File: src/rtl/register_jk_counter.sv
// Bank of WIDTH JK flip-flops that doubles as a modulo-MODULUS up/down counter.
// Optional macro REGISTER_JK_COUNTER_DOWN_EN builds the down-count path; without it count mode only counts up.
module register_jk_counter #(
   parameter int unsigned WIDTH = 4,
   parameter int unsigned MODULUS = 2 ** WIDTH,
   parameter logic [WIDTH-1:0] RESET_VALUE = {WIDTH{1'b0}}
) (
   input  logic             clock,
   input  logic             reset,
   input  logic             enable,
   input  logic             mode,
   input  logic             direction,
   input  logic [WIDTH-1:0] jack,
   input  logic [WIDTH-1:0] kilby,
   output logic [WIDTH-1:0] signal_q,
   output logic [WIDTH-1:0] signal_q_,
   output logic             carry
);

   localparam logic [WIDTH-1:0] TOP_VAL = WIDTH'(MODULUS - 1);

   logic [WIDTH-1:0] state_q;
   logic [WIDTH-1:0] state_d;
   logic [WIDTH-1:0] up_next_s;
   logic             up_wrap_s;
   logic             carry_s;
`ifdef REGISTER_JK_COUNTER_DOWN_EN
   logic [WIDTH-1:0] down_next_s;
   logic             down_wrap_s;
`else
   logic             unused_direction_s;
   assign unused_direction_s = direction;
`endif

   // Count-mode successor values; anything at or above the top wraps to zero going up.
   always_comb begin
      up_wrap_s = (state_q >= TOP_VAL);
      if (up_wrap_s) begin
         up_next_s = {WIDTH{1'b0}};
      end else begin
         up_next_s = state_q + WIDTH'(1);
      end
`ifdef REGISTER_JK_COUNTER_DOWN_EN
      // Out-of-range values clamp to the top so the counter re-enters its range.
      down_wrap_s = (state_q == {WIDTH{1'b0}});
      if (down_wrap_s || (state_q > TOP_VAL)) begin
         down_next_s = TOP_VAL;
      end else begin
         down_next_s = state_q - WIDTH'(1);
      end
`endif
   end

   // Next-state selection and terminal-count flag.
   always_comb begin
      state_d = state_q;
      carry_s = 1'b0;
      if (reset) begin
         state_d = RESET_VALUE;
         carry_s = 1'b0;
      end else if (!enable) begin
         state_d = state_q;
         carry_s = 1'b0;
      end else if (mode) begin
`ifdef REGISTER_JK_COUNTER_DOWN_EN
         if (direction) begin
            state_d = up_next_s;
            carry_s = up_wrap_s;
         end else begin
            state_d = down_next_s;
            carry_s = down_wrap_s;
         end
`else
         state_d = up_next_s;
         carry_s = up_wrap_s;
`endif
      end else begin
         // Characteristic JK equation: Q+ = J&~Q | ~K&Q, applied bitwise.
         state_d = (jack & ~state_q) | (~kilby & state_q);
         carry_s = 1'b0;
      end
   end

   // State register with synchronous reset.
   always_ff @(posedge clock) begin
      if (reset) begin
         state_q <= RESET_VALUE;
      end else begin
         state_q <= state_d;
      end
   end

   assign signal_q  = state_q;
   assign signal_q_ = ~state_q;
   assign carry     = carry_s;

endmodule

File: config.mk
export PLATFORM = sky130hd
export DESIGN_NAME = register_jk_counter
export DESIGN_NICKNAME = d
export VERILOG_FILES = /design/src/rtl/register_jk_counter.sv
export SDC_FILE = /design/constraint.sdc
export NUM_CORES = 1
export LEC_CHECK = 0
export CORE_AREA = 2 2 39 41
export DETAILED_ROUTE_END_ITERATION = 8
export DIE_AREA = 0 0 41 43
export PLACE_DENSITY = 0.53
export SLEW_MARGIN = 20
export SYNTH_ARGS = -nofsm -noshare
export SYNTH_HDL_FRONTEND = slang
export SYNTH_SLANG_ARGS = --single-unit
File: constraint.sdc
create_clock -name clock -period 1.6 [get_ports clock]
set_input_delay 0.16 -clock clock [delete_from_list [all_inputs] [get_ports clock]]
set_output_delay 0.16 -clock clock [all_outputs]
set_load 0.01 [all_outputs]
Yosys cells after proc, flatten, opt, wreduce, memory -nomap -nowiden
Index checks and enable logic that the tools add are counted.
W data, S select, Z words.

word-level totals
  bits in registers = 4
  latch bits = 0
  memory bits (writable) = 0
  bits in read-only memories = 0
  input bits = 13
  output and inout port bits = 9
  memories = 0

operators by class
  add/subtract/negate cells = 1
  multipliers = 0
  divide/modulo/power cells = 0
  $lt $le $gt $ge = 1
  eq/ne operators = 0
  shifts and indexed selects = 0
  mux-type cells = 5
  bitwise operators = 5
  reductions and logical operators = 0

operators by type and width
  kind                   count
  $and A4 B4 Y4          2
  $mux W4                2
  $not A4 Y4             2
  $add A4 B1 Y4 const B  1
  $ge A4 B4 Y1 const B   1
  $or A4 B4 Y4           1
  $mux W1                3

Logic depth before layout (Yosys ltp)
  depth in word-level cells = 4
  mapped depth = 5
  gate-level depth less buffers = 5

Worst setup path after synthesis
OpenSTA, ideal clock, no wires.

  path type = register -> output
  start point = register state_q[0], in the netlist signal_q[0]
  end point = output carry
  arrival = 1.151 ns
  data required time = 1.440 ns
  slack = 0.289 ns
  stages on the path, launching flop included = 4
  buffers on the path = 0
  cells stage by stage = dfxtp_1 > ha_1 > nand2_1 > nor4b_1

on the way
  longest elaborated chain between the ends = 4

RTL lines
  what                    RTL line  RTL
  from (decl)             22        logic [WIDTH-1:0] state_q;
  from (signal assigned)  89        state_q <= state_d;
  $ge A4 B4 Y1            37        up_wrap_s = (state_q >= TOP_VAL);
  $mux W1                 64        end else if (mode) begin
  $mux W1                 61        end else if (!enable) begin
  $mux W1                 58        if (reset) begin
  to (decl)               17        output logic carry

Every way passes these cells.

Final worst setup path
  start point = register state_q[1], in the netlist signal_q[1]
  end point = output signal_q_[1]

on the way
  longest elaborated chain between the ends = 1

RTL lines
  what        RTL line  RTL
  $not A4 Y4  94        assign signal_q_ = ~state_q;
  to (decl)   16        output logic [WIDTH-1:0] signal_q_,

Every way passes these cells.

==> results list <==
- Status: finished, final reports clean
* Power, Total: between 300 and 400 uW
- Count of synthesis-stage warnings from yosys: 0
- The critical path in this run is classified as reg2out.
- Critical path's top delay family: buffers and inverters
- Static timing analysis puts the maximum clock frequency at 668.8 MHz.
- RSZ-0062 raised after global routing: false
- Global-route wire length before repair: ~1500 um
* Cell Rows: 14
* Number of failing hold endpoints at the final stage: 0
- In this run, the number of DRC markers left after iteration 0 of detailed routing was 2.
- HP Start: signal_q[2]
- Start point of the critical path: signal_q[1]
- Number of post-CTS setup repair buffers: 0
- In this design, the stage delay of the slowest critical-path cell is around 0.55 ns.
- Met3 usage: approximately 6.8%
* Layer with the highest usage after global routing: met2
- In this run the number of H-tree levels came out at 1.
- Half-perimeter wire length of the detailed placement result: around 710 um
* Setup Viol. Count Final: 0
- The library cell used most frequently in the layout, excluding fill and tap cells, is sky130_fd_sc_hd__clkdlybuf4s50_1.
* Worst flop-to-flop path startpoint: signal_q[0]
- Data arrival at the endpoint of the critical path: around 1.3 ns
- Counting the fill cells in the layout gives 162.
* Antenna diodes: 0
* Transition time of the tightest slew-check pin: ~0.23 ns
* Buffer depth of the longest clock path: 2
- In this run the remaining antenna-violating nets after routing total 0.
- Among all stages on the critical path, the largest delay is contributed by sky130_fd_sc_hd__clkdlybuf4s50_1.
- Number of optimization iterations in the first detailed-route pass: 4
* Mean cell area of the mapped netlist: between 7 and 8 sq um
- Among all flip-flop cells after synthesis, the most frequent one is sky130_fd_sc_hd__dfxtp_1.
- Post-route DRC violation count: 0
* Post-route clock period utilization: between 90 and 100%
* Largest voltage drop on the vdd net: between 0.0004 and 0.0005 V
- Initial antenna violation count: 0
- Netlist cell types: 20
* Top Ports: 22
- Clock root buffer master: sky130_fd_sc_hd__clkbuf_4
- Number of register bits inferred by synthesis: 4
- In the routed layout, each cell is associated on average with a via count of around 4.6.
* P_leak: roughly 0.00024 uW
* Gpl congestion: approximately 0.73
* # nets final: 82
- Number of flip-flops in the largest register: 4
- Clock latency reported for the late side of the worst-skew pair: 0.23 ns
- Traced cell by cell, the critical path runs through buf_4 > inv_1 > clkdlybuf4s50_1.
- The worst path needs between 1 and 1.5 ns of the cycle, external delays included.
- Global-route congestion overflow total: 0
- The final layout contains routed wiring with a total length of approximately 860 um.
- The number of placed instances, taps included, is 79.
- In the final layout, the multi-input gates occupy roughly 170 sq um.
* Buffers added on ports: 20
- Final count of pins violating max slew: 0
- The post-route netlist has roughly 23% of its cells at a drive strength greater than 1.
- Crit path required time: 1.44 ns
- Total power divided by cell area: ~640 nW/um^2
- X dimension of the die: a little over 40 um
- DIE AREA: roughly 1800 sq um
- In this run the worst path has a maximum fanout of 4.
- After clock tree synthesis, the clock-pin slew on the worst setup and hold paths is approximately 0.040 ns.
- The worst setup path is launched from a flip-flop.
- Number of sinks handled by clock tree synthesis: 4
- Synth Net Count: 51
- Final cell count without fillers: 82
- The top cell types in the final layout, fill and taps aside, are sky130_fd_sc_hd__clkdlybuf4s50_1, sky130_fd_sc_hd__buf_4, sky130_fd_sc_hd__inv_1, sky130_fd_sc_hd__a21oi_1.
* Maximum number of pins on one net before global-route repair: 10
- Total number of vias: 377
- Mean routed wirelength per cell: around 10 um
- The tool flagged a number of max-cap violations equal to 0.
- Crit. End Element: primary output
- Clock buffers created by TritonCTS: 3
* Worst min path class: reg2reg
* GRT Overall Usage: 12.85%
- For this configuration, the core starts out at a cell density of 20.80%.
* Vias in the first global route: 361
- In the global route stage, met1 resource usage came out at between 10% and 20%.
* Netlist Area Pre-Place: ~290 sq um
* Die height: 43 um
* Number of buffers and inverters on the critical path: 3
- Between clock sinks in the finished design, the worst skew comes to about 0.0010 ns.
- The sequential cells in the finished layout cover a total of approximately 80 sq um.
- Met2 capacity usage during global routing: about a fifth
- TritonCTS built the clock tree.
- Syn Inst Count: 37
- For this run, asynchronously set or reset flops after synthesis account for 0%.
- Count of flip-flops with a built-in enable after synthesis: 0
* Share of the yosys chip area belonging to registers: between 20% and 30%
- The total area inside the core boundary comes to approximately 1400 sq um.
- Area growth, synth to finish: 97.83%
* Worst slew slack as a fraction of its limit: 84.41%
-- cell families (layout without fill, tap and decap cells) --
kind of cell               Yosys count  in the layout  share of synthesized area [%]
adders and majority gates            1              1                          4.347
and+or+nand+nor                      8              8                          14.35
AOI/OAI and AO/OA                   15             15                          36.52
DFF                                  4              4                          27.83
buffers and inverters                8             37                          13.48
muxes                                1              1                          3.478
-- final timing paths --
path | depth (start not counted) | end | slack (ns)
setup reg to reg | 6 | signal_q[3] | 0.27
hold / removal | 2 | signal_q[2] | 0.59
hold reg to reg | 2 | signal_q[2] | 0.59
setup / recovery | 3 | signal_q_[1] | 0.10
-- worst register-to-register path: cells and delay by family, from the launching register on --
family,cells,cell delay (ns)
buffers and inverters,1,0.14
adders and majority gates,1,0.22
AOI/OAI and AO/OA,4,0.60
DFF,1,0.30
-- metrics by stage --
step | util [%] | cell area, sq um | TNS, ns | hold slack (ns) | setup slack (ns)
finish | 41.14 | 569.3 | 0 | 0.5880 | 0.1048
global route | 41.14 | 569.3 | 0 | 0.6105 | 0.04412
CTS | 41.41 | 573.1 | 0 | 0.5925 | 0.06256
detailed placement | 39.87 | 551.8 | -0.09758 | 0.5859 | -0.09758
global placement | 39.87 | 551.8 | -0.1338 | 0.5870 | -0.1338
floorplan | - | 287.8 | 0 | 0.2291 | 0.2885
-- area by class of cell --
class	count	share of cell area, %
repair buffers	28	44.84
multi-input cells	25	29.67
inverters	6	3.956
clock buffers	3	3.956
well taps	16	3.516
flip-flops and latches	4	14.07
-- report_power, final --
group | internal, uW | switching, uW
registers | 108 | 3.29
logic | 77.7 | 50.8
clock network | 83.7 | 38.3
total | 269 | 92.4
-- Yosys cell counts (4+ instances only) --
| cell | number | share of area, % |
|---|---|---|
| sky130_fd_sc_hd__inv_1 | 5 | 6.5 |
| sky130_fd_sc_hd__a21oi_1 | 5 | 8.7 |
| sky130_fd_sc_hd__nand2_1 | 4 | 5.2 |
| sky130_fd_sc_hd__o21ai_0 | 4 | 7.0 |
| sky130_fd_sc_hd__dfxtp_1 | 4 | 28 |
-- layer usage --
layer / share of wire (%) / up-vias / routed length (um)
met3: 7.1 / 0 / 61
met5: 0 / - / 0
li1: - / 195 / -
met2: 49 / 14 / 422
met1: 43 / 168 / 371
met4: 0 / 0 / 0
-- timing repair --
action                     in CTS  in global routing
gates resized for setup         1                  3
hold buffers                    0                  0
setup endpoints to repair       1                  1
pin swaps                       0                  0
(Power assumes the default switching activity.)
==> RTL change (same settings) <==
Set the parameter `WIDTH` to 2 (it was 4).
--- a/src/rtl/register_jk_counter.sv
+++ b/src/rtl/register_jk_counter.sv
@@ -1,7 +1,7 @@
 // Bank of WIDTH JK flip-flops that doubles as a modulo-MODULUS up/down counter.
 // Optional macro REGISTER_JK_COUNTER_DOWN_EN builds the down-count path; without it count mode only counts up.
 module register_jk_counter #(
-   parameter int unsigned WIDTH = 4,
+   parameter int unsigned WIDTH = 2,
    parameter int unsigned MODULUS = 2 ** WIDTH,
    parameter logic [WIDTH-1:0] RESET_VALUE = {WIDTH{1'b0}}
 ) (
Interface: changed (resized jack, kilby, signal_q and signal_q_); port bits go from 22 to 14. No check against the original RTL was run, so the function may have changed too.
==> RTL change against the original RTL <==
Sequential cell count is 2 lower. Area after synthesis is 53% lower. Cell count is 38% lower. Cell area is 43% lower. Routed wire length is 54% lower. Sequential share of layout area is 0.89 points lower. Worst setup slack better by 0.10 ns. Die area stayed put. Non-clock buffer count is 13 lower. Power is 37% lower. Largest cell class unchanged.
==> RTL change: results (changes against the original RTL) <==
| Metric | Value |
|---|---|
| Adder-Cell Fraction of Synth Area | `9.17% (was 4.35%)` |
| Layout cells sized above 1 | `25.7% (was 22.7%)` |
| Critical-path top delay cell | `dfxtp_2 (was clkdlybuf4s50_1)` |
| Met2 Usage GRT | `8.44% (was 20.3%)` |
| R2R cell count | `4 (was 6)` |
| Mux cell area share after synthesis | `0% (was 3.48%)` |
| Top cells by count, synth | `2 x dfxtp_1, 2 x inv_1, 2 x nand2_1, 2 x nor2b_1, 2 x o21ai_0 (was 5 x a21oi_1, 5 x inv_1, 4 x dfxtp_1, 4 x nand2_1, 4 x o21ai_0)` |
| Status | `finished, final reports clean (unchanged)` |
| DRT iter0 DRCs | `1 (was 2)` |
| Netlist cell types | `12 (was 20)` |
| RePlAce Congestion | `0.553 (was 0.726)` |
| Leakage power | `0.000132 µW (was 0.000239 µW)` |
| GR Util All Layers | `5.32% (was 12.9%)` |
| Worst path max stage delay | `0.32 ns (was 0.55 ns)` |
| Met1 Use GR | `4.49% (was 14.1%)` |
| I/O Buffers | `12 (was 20)` |
| Number of flip-flops in the largest register | `2 (was 4)` |
| Compound-gate portion of the synthesized area | `22.9% (was 36.5%)` |
| Synth area leaders | `dfxtp_1 29%, ha_1 9.2%, nor2b_1 9.2%, and4b_2 8.3%, o21ai_0 7.3% (was dfxtp_1 28%, a21oi_1 8.7%, o21ai_0 7.0%, inv_1 6.5%, o41ai_2 5.7%)` |
| Vias in the first global route | `181 (was 361)` |
| Pin count of the biggest net entering global routing | `7 (was 10)` |
| Drt first pass iters | `2 (was 4)` |
| Grt met3 use | `3.14% (was 6.81%)` |
| Final HPWL DP | `332 µm (was 712 µm)` |
| Vias | `190 (was 377)` |
| Actual slew at the worst max-slew pin | `0.221 ns (was 0.231 ns)` |
| Global-route wire length before repair | `614 µm (was 1.51 mm)` |
| VDD IR max | `0.000209 V (was 0.000422 V)` |
| Nets | `47 (was 82)` |
| Crit path DAT | `1.24 ns (was 1.34 ns)` |
| Wire per inst | `7.67 µm (was 10.4 µm)` |
| Wire length on met3 | `46 µm (was 61 µm)` |
| Synth Net Count | `27 (was 51)` |
-- RTL change: report_power, final --
| group | switching [µW] | internal, µW |
|---|---|---|
| combinational | 20.3 | 41.2 |
| clock | 25.1 | 82.4 |
| sequential | 4.68 | 55.3 |
-- RTL change: cell type report --
| type | instances | area (µm²) |
|---|---|---|
| Fill cell | 170 | 1060 |
| Timing Repair Buffer | 15 | 141 |
| Multi-Input combinational cell | 13 | 88.8 |
| Sequential cell | 2 | 42.5 |
| Clock buffer | 3 | 22.5 |
| Tap cell | 16 | 20.0 |
| Inverter | 2 | 7.51 |
-- RTL change: critical path: cells and delay by family (launching register included) --
| kind | cells | cell delay, ns |
|---|---|---|
| flip-flops | 1 | 0.32 |
| adder cells (fa/ha/maj) | 1 | 0.20 |
| buffers and inverters | 1 | 0.28 |
| AND/OR/NAND/NOR | 1 | 0.22 |
-- RTL change: through the flow --
stage / utilization (%) / area (µm²) / setup WS, ns / hold slack (ns) / std cells
floorplan: - / 136 / 0.591 / 0.229 / 17
global placement: 21.6 / 299 / 0.0562 / 0.500 / 48
detailed placement: 21.6 / 299 / 0.0604 / 0.496 / 48
CTS: 23.3 / 323 / 0.187 / 0.479 / 51
global route: 23.3 / 323 / 0.153 / 0.505 / 51
finish: 23.3 / 323 / 0.204 / 0.472 / 51
-- RTL change: logic make-up (layout without fill, tap and decap cells) --
group,count (synthesis),count (layout)
and+or+nand+nor,7,7
AOI/OAI and AO/OA,5,5
DFF,2,2
buffers and inverters,2,20
adders and majority gates,1,1
-- RTL change: worst paths after layout --
check | from | to | slack, ns
min reg2reg | signal_q[0] | signal_q[0] | 0.47
max | signal_q[0] | carry | 0.20
min | signal_q[0] | signal_q[0] | 0.47
max reg2reg | signal_q[1] | signal_q[0] | 0.64
